## config.mk

```make
export PLATFORM = sky130hd
export DESIGN_NAME = float_to_twos
export DESIGN_NICKNAME = d
export VERILOG_FILES = /design/src/rtl/float_pkg.sv /design/src/rtl/sm_to_twos.sv /design/src/rtl/float_to_twos.sv
export SDC_FILE = /design/constraint.sdc
export NUM_CORES = 1
export LEC_CHECK = 0
export BUFFER_PORTS_ARGS = -buffer_cell sky130_fd_sc_hd__clkbuf_2
export CAP_MARGIN = 25
export CORE_MARGIN = 5
export CORE_UTILIZATION = 45
export CTS_CLUSTER_DIAMETER = 50
export DETAILED_ROUTE_END_ITERATION = 6
export GPL_TIMING_DRIVEN = 0
export PLACE_DENSITY = 0.68
export SLEW_MARGIN = 20
export SYNTH_ARGS = -nofsm -noshare
export SYNTH_HDL_FRONTEND = slang
export SYNTH_HIERARCHICAL = 1
export SYNTH_SLANG_ARGS = --single-unit
```

## constraint.sdc

```tcl
create_clock -name clk -period 1.6 [get_ports clk]
set_input_delay 0.24 -clock clk [delete_from_list [all_inputs] [get_ports clk]]
set_output_delay 0.24 -clock clk [all_outputs]
set_load 0.01 [all_outputs]
```

## src/rtl/float_pkg.sv

```systemverilog
// Shared definitions for the compact float (sign, exponent, significand) encoder/decoder pair.
package float_pkg;

  localparam int EXP_W_DFLT = 3;
  localparam int SIG_W_DFLT = 4;
  localparam int OUT_W_DFLT = 12;

  typedef enum logic [1:0] {
    IDLE  = 2'd0,
    SHIFT = 2'd1,
    HOLD  = 2'd2
  } dec_state_t;

  typedef struct packed {
    logic                  sign;
    logic [EXP_W_DFLT-1:0] exp;
    logic [SIG_W_DFLT-1:0] sig;
  } float_t;

endpackage

```

## src/rtl/sm_to_twos.sv

```systemverilog
// Combinational sign + magnitude to two's complement; a negative zero collapses to plain zero.
module sm_to_twos #(
  parameter int W = 12
) (
  input  logic         sign,
  input  logic [W-1:0] mag,
  output logic [W-1:0] data
);

  always_comb begin
    data = mag;
    if (sign && (mag != '0)) data = ~mag + W'(1);
  end

endmodule

```

## src/rtl/float_to_twos.sv

```systemverilog
// Serial compact-float decoder: one left shift per cycle, valid/ready on both sides.
module float_to_twos
  import float_pkg::*;
#(
  parameter int EXP_W = EXP_W_DFLT,
  parameter int SIG_W = SIG_W_DFLT,
  parameter int OUT_W = OUT_W_DFLT
) (
  input  logic             clk,
  input  logic             rst_n,
  input  logic             in_valid,
  output logic             in_ready,
  input  logic             in_sign,
  input  logic [EXP_W-1:0] in_exp,
  input  logic [SIG_W-1:0] in_sig,
  output logic             out_valid,
  input  logic             out_ready,
  output logic [OUT_W-1:0] out_data,
  output logic             out_unnorm
);

  // The largest shifted significand must leave the top bit free for the sign.
  if (SIG_W + 2**EXP_W - 1 > OUT_W - 1) begin : g_width_check
    $error("float_to_twos: SIG_W + 2**EXP_W - 1 must not exceed OUT_W - 1");
  end

  dec_state_t       state;
  logic             sign_q;
  logic             unnorm_q;
  logic [OUT_W-1:0] mag;
  logic [EXP_W-1:0] cnt;
  logic [OUT_W-1:0] twos;

  assign in_ready = (state == IDLE);

  sm_to_twos #(.W(OUT_W)) u_sm_to_twos (
    .sign (sign_q),
    .mag  (mag),
    .data (twos)
  );

  // NOTE: every register here uses <= so all updates see the pre-edge values of mag/cnt/state.
  always_ff @(posedge clk or negedge rst_n) begin
    if (!rst_n) begin
      // NOTE: reset clears the datapath too, so an aborted word never leaks a stale magnitude.
      state      <= IDLE;
      sign_q     <= 1'b0;
      unnorm_q   <= 1'b0;
      mag        <= '0;
      cnt        <= '0;
      out_valid  <= 1'b0;
      out_data   <= '0;
      out_unnorm <= 1'b0;
    end else begin
      case (state)
        IDLE: begin
          if (in_valid && in_ready) begin
            sign_q   <= in_sign;
            mag      <= {{(OUT_W-SIG_W){1'b0}}, in_sig};
            cnt      <= in_exp;
            unnorm_q <= (in_exp != '0) && !in_sig[SIG_W-1];
            state    <= SHIFT;
          end
        end
        SHIFT: begin
          if (cnt != '0) begin
            mag <= mag << 1;
            cnt <= cnt - EXP_W'(1);
          end else begin
            out_data   <= twos;
            out_unnorm <= unnorm_q;
            out_valid  <= 1'b1;
            state      <= HOLD;
          end
        end
        HOLD: begin
          // out_data is deliberately left as-is after the handshake.
          if (out_ready && out_valid) begin
            out_valid <= 1'b0;
            state     <= IDLE;
          end
        end
        default: state <= IDLE;
      endcase
    end
  end

endmodule

```

Yosys cells after proc, flatten, opt, wreduce, memory -nomap -nowiden:

Index checks and enable logic that the tools add are counted.

* output and inout bits: 15
* register bits: 33

* multiplexer cells: 14
* equal/unequal tests: 6
* reduce and logical (&&, ||, !) cells: 16
* bitwise gates (word level): 2
* $add $sub $neg: 2

Operators by type and width (count)
* 12-bit two-way mux: 3
* 12-bit case mux with 2 select lines: 1
* 12-bit by 1-bit adder with 12-bit output, second input constant: 1
* 12-bit NOT: 1
* 12-bit nonzero test: 1
* 3-bit AND reduction: 3
* 2-bit two-way mux: 3
* 3-bit two-way mux: 2
* 2-bit != test, second input constant: 3
* 2-bit case mux with 3 select lines: 1
* 3-bit case mux with 2 select lines: 1
* 3-bit nonzero test: 2
* 1-bit logical AND: 4
* 2-bit AND reduction: 2
* 2-bit nonzero test: 2
* 3-bit by 1-bit subtractor with 3-bit output, second input constant: 1
* 2-bit by 1-bit == test with 1-bit output, second input constant: 1
* 2-bit == test, second input constant: 1
* 2-bit logical NOT: 1
* 1-bit two-way mux: 2
* 2-bit by 1-bit != test with 1-bit output, second input constant: 1
* 1-bit case mux with 2 select lines: 1
* 1-bit logical NOT: 1
* 1-bit NOT: 1

Longest topological paths before layout:

* depth in word-level cells: 4
* depth in mapped cells: 7
* mapped depth without buffers: 6

Cells and area by module:

Netlist, hierarchy kept.

Modules (own cells, without submodules)
* float_to_twos: sequential area each 825.8 um2, times used 1, cells each 121, area each 1488.9 um2
* sm_to_twos: sequential area each 0.0 um2, times used 1, cells each 42, area each 291.5 um2

Worst setup path before layout:

Ideal clock, no wire load.

* kind: register -> register
* start: register mag[8]
* end: register out_data[9]
* cell stages (with the launch flop): 6
* data arrival time: 1557 ps
* clock period less this slack: 1682 ps
* required time: 1475 ps
* setup slack: -82 ps
* buffers on the path: 0
* cell sequence: dfrtp_1 > nor4_1 > nand4_1 > nor2b_1 > mux2_2 > mux2_2

* cells in the longest elaborated chain, start to end: 3
* elaborated cells on any way between the ends: 5
* classes of those cells: 1 x add/sub; 1 x mux; 1 x bitwise; 2 x reduce/logical

Ends and longest elaborated chain
* start, declared: line float_to_twos.sv:30 `logic [OUT_W-1:0] mag;`
* start signal, assigned: line float_to_twos.sv:59 `mag <= {{(OUT_W-SIG_W){1'b0}}, in_sig};`
* start signal, assigned: line float_to_twos.sv:67 `mag <= mag << 1;`
* 12-bit NOT / 12-bit nonzero test (equally long branches): line sm_to_twos.sv:12 `if (sign && (mag != '0)) data = ~mag + W'(1);`
* 12-bit by 1-bit adder with 12-bit output / 1-bit logical AND (equally long branches): line sm_to_twos.sv:12
* 12-bit two-way mux (*): line sm_to_twos.sv:12
* via twos[9]: line float_to_twos.sv:32 `logic [OUT_W-1:0] twos;`
* end signal, assigned: line float_to_twos.sv:70 `out_data <= twos;`
* end, declared: line float_to_twos.sv:18 `output logic [OUT_W-1:0] out_data,`

The timed path passes the listed nets; every way through them passes the cells marked *.
A chain may end at the register's enable or synchronous reset.

Worst setup path after layout:

* start: register mag[9]
* end: register out_data[9]

Same word-level chain as after synthesis.

==> key figures <==
Synth
  – Largest area contributor in the netlist: dfrtp_1
  – Gate Count Post-Synth: 163
  – Unique masters post-synth: 36
  – Net Count, Synth: 178
  – Top-area cell type share of the netlist area: 46.4%
  – Synth Area per Inst: ~11 um2
  – Synth area leaders: dfrtp_1 46%, mux2_2 14%, mux2i_1 5.6%
  – Syn. warnings: 6
  – Flops & latches, synth: 33
  – Mapped Area: ~1800 um2
  – Seq/Total Area, Yosys: 46.4%

Route
  – Pre-antenna DRT Iters: 4
  – DR WL/cell: 15.5 um
  – Routed wl met2: 2.06 mm
  – Met1 wire length: 1.82 mm
  – # DRC: 0
  – Met3 Wirelength: approximately 170 um
  – Antenna-violating nets left: 0
  – Via density: 5.25
  – Top sig layer: met4
  – WL final: roughly 4.1 mm
  – DR iter-0 viols: 122
  – DR vias: 1,390

STA
  – Setup violators final: 11
  – Final Cycle Share: 113%
  – Slew Limit Fails: 0
  – Fmax achieved: ~550 MHz
  – Slew @ Worst Pin: roughly 830 ps
  – Layout Skew: about 8.4 ps
  – RSZ-0062 raised after global routing: yes
  – Fin Setup TNS: -977 ps
  – Slew Limit Headroom: 44.5%
  – Final WS setup: -206 ps
  – Post-layout min period: 1810 ps
  – Final Hold Vio Count: 0

Final layout
  – Area Overhead vs Synth: 34.0%
  – Fin nets: 231
  – Most common cell after layout, fill and taps aside: clkbuf_2
  – # diodes: 0
  – Layout cell share with drive strength beyond 1: 52.1%
  – Most frequent cells in the layout: 27 x clkbuf_2, 24 x dfrtp_1, 18 x nand2_1

Worst setup path
  – Crit-path cells: nor4_4, nand4_1, nor2b_2, mux2_2, mux2_2
  – CP Launch Type: flop
  – Critical path type: flop to flop
  – Critical Path End Type: flop
  – Most used cell along the critical path: mux2_2
  – Crit path DAT: 1970 ps
  – Worst path slowest cell: dfrtp_2
  – CP max FO: 3
  – CP top delay family: simple AND/OR/NAND/NOR gates
  – Worst path required time: 1760 ps
  – Crit path buffers/inverters: 0
  – Crit Reg-Reg Startpoint: mag[9]$_DFFE_PN0P_
  – R2R Setup Slk: -210 ps
  – Delay of the slowest cell on the worst path: 440 ps
  – Worst r2r path cells: 5
  – RR Endpoint: out_data[9]$_DFFE_PN0P_

Clock tree
  – Clock sink count: 33
  – Cts bufs inserted: 5
  – Later-pin clock latency in the skew report: 280 ps
  – Clk pin slew, worst setup/hold paths: 60 ps
  – CTS Root Cell: clkbuf_8
  – Htree depth: 2
  – CTS Buffer Depth: 2
  – TritonCTS clock tree: yes
  – Hold_buf cts: 0

Floorplanning
  – Core ar.: 3740 um2
  – Row count: 22
  – Die ar.: 5310 um2
  – I/O pins: 27
  – Starting Density: 47.6%
  – Height of the die: 72.9 um
  – Die span in x: 72.9 um

GRT
  – GRT overflow: 0
  – Global-route wire length before repair: 6.53 mm
  – Total Routing Usage GR: 16.0%
  – Largest net degree at the start of global routing: 34
  – Initial antenna violation count: 0
  – Vias in the first global route: between 1,000 and 1,500

Run status
  – Status: complete, but fails checks
  – Failing checks: setup timing

Placement
  – HPWL after detailed placement: 2.50 mm
  – # port buffers: 26
  – Routability cong.: 0.810
  – Pre-CTS setup slack: -261 ps

Pwr
  – Power Density: between 2000 and 2500 nW/um2
  – Static leakage: between 1 and 1.5 nW
  – Worst vdd ir: 0.00107 V

Hold path
  – Hold Path Class: primary input to asynchronous set/reset pin

Job
  – Max Cap Viol: 0
## registers in the layout (all words and copies together), names as in the netlist
signal,cells
mag,12
state,2
unnorm_q,1
sign_q,1
out_unnorm,1
out_data,12
out_valid,1
cnt,3
## worst max-delay path by stage
stage                             from                       to  slack [ps]  cells past startpoint
floorplan           mag[6]$_DFFE_PN0P_  out_data[9]$_DFFE_PN0P_         -70                      5
global placement    mag[0]$_DFFE_PN0P_  out_data[9]$_DFFE_PN0P_        -230                      6
detailed placement  mag[0]$_DFFE_PN0P_  out_data[9]$_DFFE_PN0P_        -260                      6
CTS                 cnt[0]$_DFFE_PN0P_       mag[1]$_DFFE_PN0P_         -60                      7
global route        mag[9]$_DFFE_PN0P_  out_data[9]$_DFFE_PN0P_        -280                      5
finish              mag[9]$_DFFE_PN0P_  out_data[9]$_DFFE_PN0P_        -210                      5
## Yosys cell counts
library cell and count:
dfrtp_1 33, mux2_2 22, nand2_1 18, inv_1 15
mux2i_1 10, o21ai_0 8, xnor2_1 8, nor2_1 5
a21oi_1 4, nand2b_1 4, ha_1 3, nand3_1 3
nor3_1 3, buf_2 2, buf_6 2, nand3b_1 2
o311ai_1 2, a21oi_4 1, a31o_1 1, and2_1 1
and2b_4 1, buf_4 1, buf_8 1, clkbuf_1 1
nand2_2 1, nand2b_4 1, nand3_2 1, nand4_1 1
nor2b_1 1, nor3_2 1, nor3_4 1, nor3b_2 1
nor4_1 1, o21ai_1 1, o2bb2ai_1 1, o31ai_1 1
## power breakdown
group / total [mW] / switching (mW) / internal [mW]
clock network: 0.587 / 0.278 / 0.309
logic: 3.46 / 1.60 / 1.86
registers: 1.56 / 0.333 / 1.23
total: 5.61 / 2.21 / 3.40
## final cells by class
class | instances | area, um2
Sequential cell | 33 | 837
Fill cell | 304 | 1360
Multi-Input combinational cell | 108 | 993
Timing Repair Buffer | 46 | 295
Inverter | 15 | 56.3
Buffer | 7 | 63.8
Tap cell | 48 | 60.1
Clock buffer | 8 | 80.1
## layer usage
layer | GRT usage, % | vias to the layer above
met3 | 4.41 | 6
met5 | 0 | -
met4 | 6.76 | 0
li1 | - | 660
met1 | 20.2 | 695
met2 | 25.9 | 29
## stage by stage
step	instances	hold WS [ps]	instance area, um2	total power, mW	utilization, %
2_1_floorplan	163	-55.6	1800	3.50	-
3_3_place_gp	237	361	1990	4.02	53.3
3_5_place_dp	237	383	1990	4.13	53.3
4_1_cts	259	75.9	2250	5.20	60.0
5_1_grt	265	118	2390	6.03	63.7
6_report	265	50.9	2390	5.61	63.7
## cell families (layout without fill, tap and decap cells)
kind of cell / Yosys count / in the layout / synth area share [%]
muxes: 32 / 32 / 19.5
buffers and inverters: 22 / 76 / 6.46
xor gates and xnor gates: 8 / 8 / 3.94
AOI/OAI and AO/OA: 19 / 19 / 6.96
adders and majority gates: 3 / 3 / 2.11
DFF: 33 / 33 / 46.4
and+or+nand+nor: 46 / 46 / 14.6
## timing repair
item | 4_1_cts | 5_1_grt
buffers inserted | 14 | 7
pin swaps | 8 | 8
setup endpoints to repair | 19 | 22
resized for setup | 17 | 24
gates cloned | 0 | 0
endpoints found under the hold margin | 0 | 0
## worst register-to-register path, cell delays in order (launching register included)
cell	delay, ps
dfrtp_2	440
nor4_4	310
nand4_1	210
nor2b_2	210
mux2_2	270
mux2_2	260
Note: power is estimated with default switching activity, not from simulation.
